`src/rtl/can_tx_serializer.sv`:
```
// CAN transmit serializer: waits for 11 recessive bit times, sends SOF plus a
// bit-stuffed payload pulled one bit at a time, and drops out on arbitration loss.
module can_tx_serializer #(
  parameter int clk_speed_MHz      = 100,
  parameter int can_bit_rate_Kbits = 1000
) (
  input  logic       clk,
  input  logic       rst_n,
  input  logic       can_rx,
  input  logic       tx_start,
  input  logic [6:0] tx_len,
  input  logic       tx_bit,
  output logic       bit_rd,
  output logic       can_tx,
  output logic       tx_busy,
  output logic       tx_done,
  output logic       arb_lost,
  output logic [2:0] dbg_state
);

  localparam int BT       = clk_speed_MHz * 1000 / can_bit_rate_Kbits;
  localparam int IDLE_MAX = 11 * BT;
  localparam int CW       = $clog2(IDLE_MAX + 1);
  localparam int TW       = (BT > 1) ? $clog2(BT) : 1;

  localparam logic [CW-1:0] IDLE_MAX_C = CW'(IDLE_MAX);
  localparam logic [TW-1:0] BT_LAST    = TW'(BT - 1);
  localparam logic [TW-1:0] BT_HALF    = TW'(BT / 2);

  typedef enum logic [2:0] {
    S_IDLE  = 3'd0,
    S_PEND  = 3'd1,
    S_SOF   = 3'd2,
    S_DATA  = 3'd3,
    S_STUFF = 3'd4,
    S_DONE  = 3'd5
  } state_t;

  state_t          state_q, state_d;
  logic [CW-1:0]   idle_cnt_q, idle_cnt_d;
  logic [TW-1:0]   timer_q, timer_d;
  logic [6:0]      rem_q, rem_d;
  logic [2:0]      run_q, run_d;
  logic            last_q, last_d;
  logic            can_tx_q, can_tx_d;
  logic            bit_rd_q, bit_rd_d;
  logic            busy_q, busy_d;
  logic            done_q, done_d;
  logic            arb_q, arb_d;
  logic            bus_idle;
  logic            lvl;

  assign bus_idle = (idle_cnt_q == IDLE_MAX_C);

  // Payload handshake: bit_rd is a one-clock pulse in the first clock of a
  // payload bit time; tx_bit must be valid in that clock and is consumed there.
  always_comb begin
    state_d    = state_q;
    timer_d    = timer_q;
    rem_d      = rem_q;
    run_d      = run_q;
    last_d     = last_q;
    can_tx_d   = can_tx_q;
    busy_d     = busy_q;
    bit_rd_d   = 1'b0;
    done_d     = 1'b0;
    arb_d      = 1'b0;
    lvl        = 1'b1;
    idle_cnt_d = can_rx ? (bus_idle ? idle_cnt_q : idle_cnt_q + CW'(1)) : '0;

    case (state_q)
      S_IDLE: begin
        if (tx_start) begin
          busy_d  = 1'b1;
          rem_d   = tx_len;
          state_d = S_PEND;
        end
      end
      S_PEND: begin
        if (bus_idle) begin
          state_d = S_SOF;
          timer_d = '0;
        end
      end
      S_SOF, S_DATA, S_STUFF: begin
        timer_d = (timer_q == BT_LAST) ? '0 : timer_q + TW'(1);
        if (timer_q == '0) begin
          if (state_q == S_SOF)       lvl = 1'b0;
          else if (state_q == S_DATA) lvl = tx_bit;
          else                        lvl = ~last_q;
          can_tx_d = lvl;
          last_d   = lvl;
          // A stuff bit always differs from the previous level, so its run restarts at 1.
          run_d    = (state_q != S_SOF && lvl == last_q) ? run_q + 3'd1 : 3'd1;
          if (state_q == S_DATA) rem_d = rem_q - 7'd1;
        end
        if (state_q != S_SOF && timer_q == BT_HALF && can_tx_q && !can_rx) begin
          arb_d    = 1'b1;
          busy_d   = 1'b0;
          can_tx_d = 1'b1;
          timer_d  = '0;
          run_d    = '0;
          state_d  = S_IDLE;
        end else if (timer_q == BT_LAST) begin
          if (run_q == 3'd5) begin
            state_d = S_STUFF;
          end else if (rem_q != 7'd0) begin
            state_d  = S_DATA;
            bit_rd_d = 1'b1;
          end else begin
            state_d = S_DONE;
          end
        end
      end
      S_DONE: begin
        can_tx_d = 1'b1;
        done_d   = 1'b1;
        busy_d   = 1'b0;
        timer_d  = '0;
        run_d    = '0;
        state_d  = S_IDLE;
      end
      default: state_d = S_IDLE;
    endcase
  end

  always_ff @(posedge clk or negedge rst_n) begin
    if (!rst_n) begin
      state_q    <= S_IDLE;
      idle_cnt_q <= '0;
      timer_q    <= '0;
      rem_q      <= '0;
      run_q      <= '0;
      last_q     <= 1'b1;
      can_tx_q   <= 1'b1;
      bit_rd_q   <= 1'b0;
      busy_q     <= 1'b0;
      done_q     <= 1'b0;
      arb_q      <= 1'b0;
    end else begin
      state_q    <= state_d;
      idle_cnt_q <= idle_cnt_d;
      timer_q    <= timer_d;
      rem_q      <= rem_d;
      run_q      <= run_d;
      last_q     <= last_d;
      can_tx_q   <= can_tx_d;
      bit_rd_q   <= bit_rd_d;
      busy_q     <= busy_d;
      done_q     <= done_d;
      arb_q      <= arb_d;
    end
  end

  assign can_tx    = can_tx_q;
  assign bit_rd    = bit_rd_q;
  assign tx_busy   = busy_q;
  assign tx_done   = done_q;
  assign arb_lost  = arb_q;
  assign dbg_state = state_q;

endmodule
```
`config.mk`:
```
export PLATFORM = sky130hd
export DESIGN_NAME = can_tx_serializer
export DESIGN_NICKNAME = d
export VERILOG_FILES = /design/src/rtl/can_tx_serializer.sv
export SDC_FILE = /design/constraint.sdc
export NUM_CORES = 1
export LEC_CHECK = 0
export CAP_MARGIN = 20
export CORE_UTILIZATION = 35
export CTS_BUF_LIST = sky130_fd_sc_hd__clkbuf_8
export CTS_CLUSTER_SIZE = 40
export DETAILED_ROUTE_END_ITERATION = 7
export PLACE_DENSITY_LB_ADDON = 0.25
export SYNTH_ARGS = -nofsm -noshare
export SYNTH_HDL_FRONTEND = slang
export SYNTH_SLANG_ARGS = --single-unit
```
`constraint.sdc`:
```
create_clock -name clk -period 2.2 [get_ports clk]
set_input_delay 0.66 -clock clk [delete_from_list [all_inputs] [get_ports clk]]
set_output_delay 0.66 -clock clk [all_outputs]
set_load 0.01 [all_outputs]
```
# Word level (Yosys, flattened, before mapping)
# Index checks and enable logic that the tools add are counted.
[totals]
in_bits = 12
out_inout_bits = 8
elab_cells = 93
regBits = 37
[op_classes]
eq_ne = 19
n_reduce_logical = 19
muxes = 39
n_addsub = 4
n_bitwise = 1
[ops]
columns = ["operator", "n"]
rows = [
  ["$mux 7", 6],
  ["$mux 3", 9],
  ["$mux 11", 2],
  ["$pmux 7 s3", 1],
  ["$mux 1", 16],
  ["$pmux 7 s2", 1],
  ["$ne 2x2->1 const B", 6],
  ["$add 11x1->11 const B", 1],
  ["$eq 11x11->1 const B", 1],
  ["$eq 3x3->1 const B", 3],
  ["$pmux 3 s3", 1],
  ["$add 7x1->7 const B", 1],
  ["$eq 7x6->1 const B", 1],
  ["$eq 7x7->1 const B", 1],
  ["$logic_not 7->1", 1],
  ["$reduce_bool 7->1", 1],
  ["$sub 7x1->7 const B", 1],
  ["$eq 3x2->1 const B", 2],
  ["$ne 3x3->1 const B", 2],
  ["$pmux 3 s2", 1],
  ["$reduce_and 2->1", 3],
  ["$reduce_and 3->1", 2],
  ["$reduce_bool 3->1", 2],
  ["$logic_and 1x1->1", 4],
  ["other kinds (12)", 13],
]

# Depth between registers and ports, before layout
[depth]
ltp_word = 11
depth_mapped = 8
ltp_nobuf = 7

# Least setup slack after synthesis
# Ideal clock, no wire load.
[synth_path]
path_kind = "input to register"
startpoint = "input port can_rx"
endpoint = "register timer_q[6]"
arrival_time_ns = 1.937
required_time_ns = 2.073
path_stages = 6
n_path_buf = 1
setup_slack_ns = 0.136
setup_ns = 0.127
cell_sequence = "nand4bb_1 or4_4 o211ai_4 buf_6 a2bb2oi_1 o31ai_1"
[synth_between]
elab_chain_len = 4
[synth_lines]
columns = ["item", "line", "source"]
rows = [
  ["from (decl)", "9", "input logic can_rx,"],
  ["$logic_not 1->1", "97", "if (state_q != S_SOF && timer_q == BT_HALF && can_tx_q && !can_rx) begin"],
  ["$logic_and 1x1->1", "97", ""],
  ["$mux 7", "97", ""],
  ["$pmux 7 s3", "71", "case (state_q)"],
  ["to (signal assigned)", "143", "timer_q <= timer_d;"],
  ["to (decl)", "41", "logic [TW-1:0] timer_q, timer_d;"],
]
# No other way between the ends.
# A chain may end at the register's enable or synchronous reset.

# Worst setup path after layout
[layout_path]
startpoint = "input port can_rx"
endpoint = "register timer_q[3]"
# Same word-level chain as after synthesis.

==> impl_metrics.csv <==
group,metric,value,unit
run_status,status,"finished clean",
placed_design,pre_cts_slack,-0.382,ns
pwr,pwr-share-seq,34.3,%
route,drtAntennaViolNets,0,
pwr,p_leak,1.15,nW
global_route,grt_max_degree,20,
setup_path,startpoint,"can_rx",
logic_synthesis,async_reset_ff_share,100,%
setup_path,r2r_end,"timer_q[3]",
pwr,power_switching,1.27,mW
placed_design,io_buffer_count,19,
layout,multi_input_area,1190,um^2
setup_path,r2r_slack,0.12,ns
sta,skew,0.00786,ns
setup_path,cp-start-kind,"primary input",
sta,finalHoldViolations,0,
route,drc,0,
logic_synthesis,ys_ff_latch,37,
sta,fin_tns_setup,0,ns
clock_tree,numCtsBuffers,5,
logic_synthesis,synth-main-ff-cell,"dfrtp_1",
clock_tree,clock_sinks,37,
floorplan,ios,20,
setup_path,cp-end-kind,"register",
sta,final.min_clock_period,2.11,ns
layout,fillCellCount,605,
clock_tree,insertion_delay,0.29,ns
floorplan,core_area,6030,um^2
logic_synthesis,avgSynthCellArea,9.09,um^2
clock_tree,cts.clk_slew.worst_paths,0.08,ns
global_route,grt_pass1_wl,8580,um
setup_path,critPathMaxFanout,7,
layout,layout-drive-gt1-share,12.6,%
placed_design,dp_hpwl,3620,um
setup_path,cp.required,2.39,ns
setup_path,reg2reg_depth,8,
layout,final_cells,353,
layout,final_util,44.1,%
hold_path,min_path_type,"in2async",
placed_design,gp_congestion,0.784,
clock_tree,cts_root_buffer,"clkbuf_8",
route,wl_per_cell,13.8,um
sta,period_share,96.0,%
global_route,grt_antenna_before_repair,0,
floorplan,initial_core_util,37.1,%
pwr,pwr_density_cell,1160,nW/um^2
clock_tree,hold_buffers,0,
sta,worst_hold_slack,0.320,ns
global_route,grt_usage,16.7,%
logic_synthesis,synth-edff-count,0,
layout,area_growth,18.8,%
route,first_iter_violations,102,
pwr,peakVddDrop,0.597,mV
pwr,internal-power,1.80,mW
route,totalWireLength,4870,um
layout,regArea,930,um^2
pwr,clkPwrFrac,14.7,%
pwr,p_sw_share,41.4,%
sta,rsz0062_at_grt,"false",
logic_synthesis,syn_inst,246,
route,vias,1871,
sta,worst_pin_slew,0.569,ns
clock_tree,cts_htree_levels,2,
setup_path,critical_path.endpoint,"timer_q[3]",
sta,relSlewSlack,62.1,%
floorplan,die-area,6720,um^2
sta,max_freq,0.473,GHz
logic_synthesis,yosys_warnings,0,
sta,setup_ws,0.0880,ns
layout,fin_nets,297,
pwr,share_comb_of_total_power,50.9,%
logic_synthesis,yosys-top-cells-area,"dfrtp_1 39%, o21ai_0 4.9%, ha_1 4.5%, nand2_1 3.9%, a21oi_1 3.6%",
logic_synthesis,ys_seq_area_share,41.5,%
logic_synthesis,synth_largest_area_cell,"dfrtp_1",
setup_path,worstPathArrival,2.30,ns
setup_path,timing.rr.start,"timer_q[0]",
clock_tree,clk_path_buf_depth,2,
sta,drv_slew,0,
setup_path,critPathKind,"in2reg",
logic_synthesis,yosysUniqueCellTypes,55,
logic_synthesis,syn_area,2240,um^2
layout,n_antenna_cell,0,
logic_synthesis,syn_nets,266,
sta,setup-violations-final,0,
route,routed_via_density,5.30,
route,first_pass_iters,4,
floorplan,rows,28,
floorplan,fp.dieH,82.0,um
global_route,grt_pass1_vias,1816,
global_route,grt_overflow,0,
clock_tree,cts_tree,"done",
logic_synthesis,netlist.area_leader.share,39.1,%
run,drv_cap,0,
floorplan,die_w,82.0,um
placed_design,dpl.cell_count,345,
==> worst max-delay path: stages <==
cell	delay, ns
dlygate4sd2_1	0.25
nand4bb_1	0.21
or4_4	0.53
o211ai_4	0.23
buf_6	0.15
o21ai_0	0.09
a21o_1	0.18
==> metrics by stage <==
stage               cell area, um^2  power, mW
finish                         2660       3.08
global route                   2660       3.37
CTS                            2660       3.11
detailed placement             2570       2.62
global placement               2570       2.59
floorplan                      2240       2.14
==> placed cells by master, fill, tap and decap left out, types with 6 or more instances in the layout <==
master	n
clkdlybuf4s50_1	17
nor3_1	6
nand3_1	9
dfrtp_1	34
and2_1	6
a21oi_1	16
nand2_1	23
and3_1	6
inv_1	13
ha_1	8
nor2_1	18
buf_4	12
o21ai_0	21
==> state kept, by name, indices dropped and copies added, names as in the netlist <==
name,count
idle_cnt_q,11
arb_lost,1
tx_done,1
tx_busy,1
dbg_state,3
can_tx,1
last_q,1
timer_q,7
run_q,3
bit_rd,1
rem_q,7
==> cell usage after synthesis, drive strengths merged, types with 2 or more instances <==
| cell type | n |
|---|---|
| a211o | 2 |
| a21boi | 3 |
| a21o | 4 |
| a21oi | 16 |
| a22oi | 2 |
| a31oi | 2 |
| a32o | 2 |
| a32oi | 2 |
| and2 | 7 |
| and3 | 6 |
| buf | 4 |
| clkbuf | 5 |
| dfrtp | 35 |
| dfstp | 2 |
| ha | 8 |
| inv | 12 |
| nand2 | 23 |
| nand2b | 4 |
| nand3 | 9 |
| nand4 | 3 |
| nor2 | 18 |
| nor2b | 3 |
| nor3 | 6 |
| nor3b | 5 |
| o211ai | 3 |
| o21a | 4 |
| o21ai | 24 |
| o22ai | 4 |
| o2bb2ai | 3 |
| or3 | 4 |
| xnor2 | 5 |
==> what timing repair did <==
item | in CTS | in global routing
gates resized for setup | 4 | 1
buffers inserted | 0 | 0
setup endpoints to repair | 7 | 1
pin swaps | 3 | 0
==> power by group through the flow <==
| stage | registers [mW] | clock network [mW] | logic [mW] |
|---|---|---|---|
| 2_1_floorplan | 1.03 | 0 | 1.12 |
| 3_3_place_gp | 1.06 | 0 | 1.53 |
| 3_5_place_dp | 1.07 | 0 | 1.55 |
| 4_1_cts | 1.06 | 0.471 | 1.58 |
| 5_1_grt | 1.09 | 0.504 | 1.77 |
| 6_report | 1.06 | 0.453 | 1.57 |
==> cell families (layout without fill, tap and decap cells) <==
kind of cell | after synthesis | in the layout | share of synthesized area [%]
AO/OA/AOI/OAI | 76 | 76 | 23.2
XOR/XNOR | 6 | 6 | 2.35
adder cells (fa/ha/maj) | 9 | 9 | 4.92
flip-flops | 37 | 37 | 41.5
AND/OR/NAND/NOR | 96 | 96 | 22.7
buffers and inverters | 22 | 54 | 5.31
==> cell type report <==
class                   count  area share, %
clock buffers               5           2.59
clock inverters             3          0.518
inverters                  12           1.69
multi-input cells         187           44.8
flip-flops and latches     37           35.0
well taps                  75           3.53
repair buffers             34           11.9
==> layer usage <==
layer,global-route usage [%],vias to the layer above,routed length [um]
met1,22.3,885,2390
met2,26.6,33,2270
met5,0,-,0
met4,4.74,0,52
li1,-,948,-
met3,4.00,5,157
==> how the worst min path moves through the flow <==
stage	start	end	slack, ns	depth (start not counted)
2_1_floorplan	rst_n	arb_lost	0.36	0
6_report	rst_n	idle_cnt_q[1]	0.32	1
3_3_place_gp	rem_q[5]	rem_q[5]	0.49	2
4_1_cts	rst_n	idle_cnt_q[1]	0.34	1
5_1_grt	rst_n	rem_q[5]	0.36	1
3_5_place_dp	rem_q[5]	rem_q[5]	0.49	2
(Power assumes the default switching activity.)
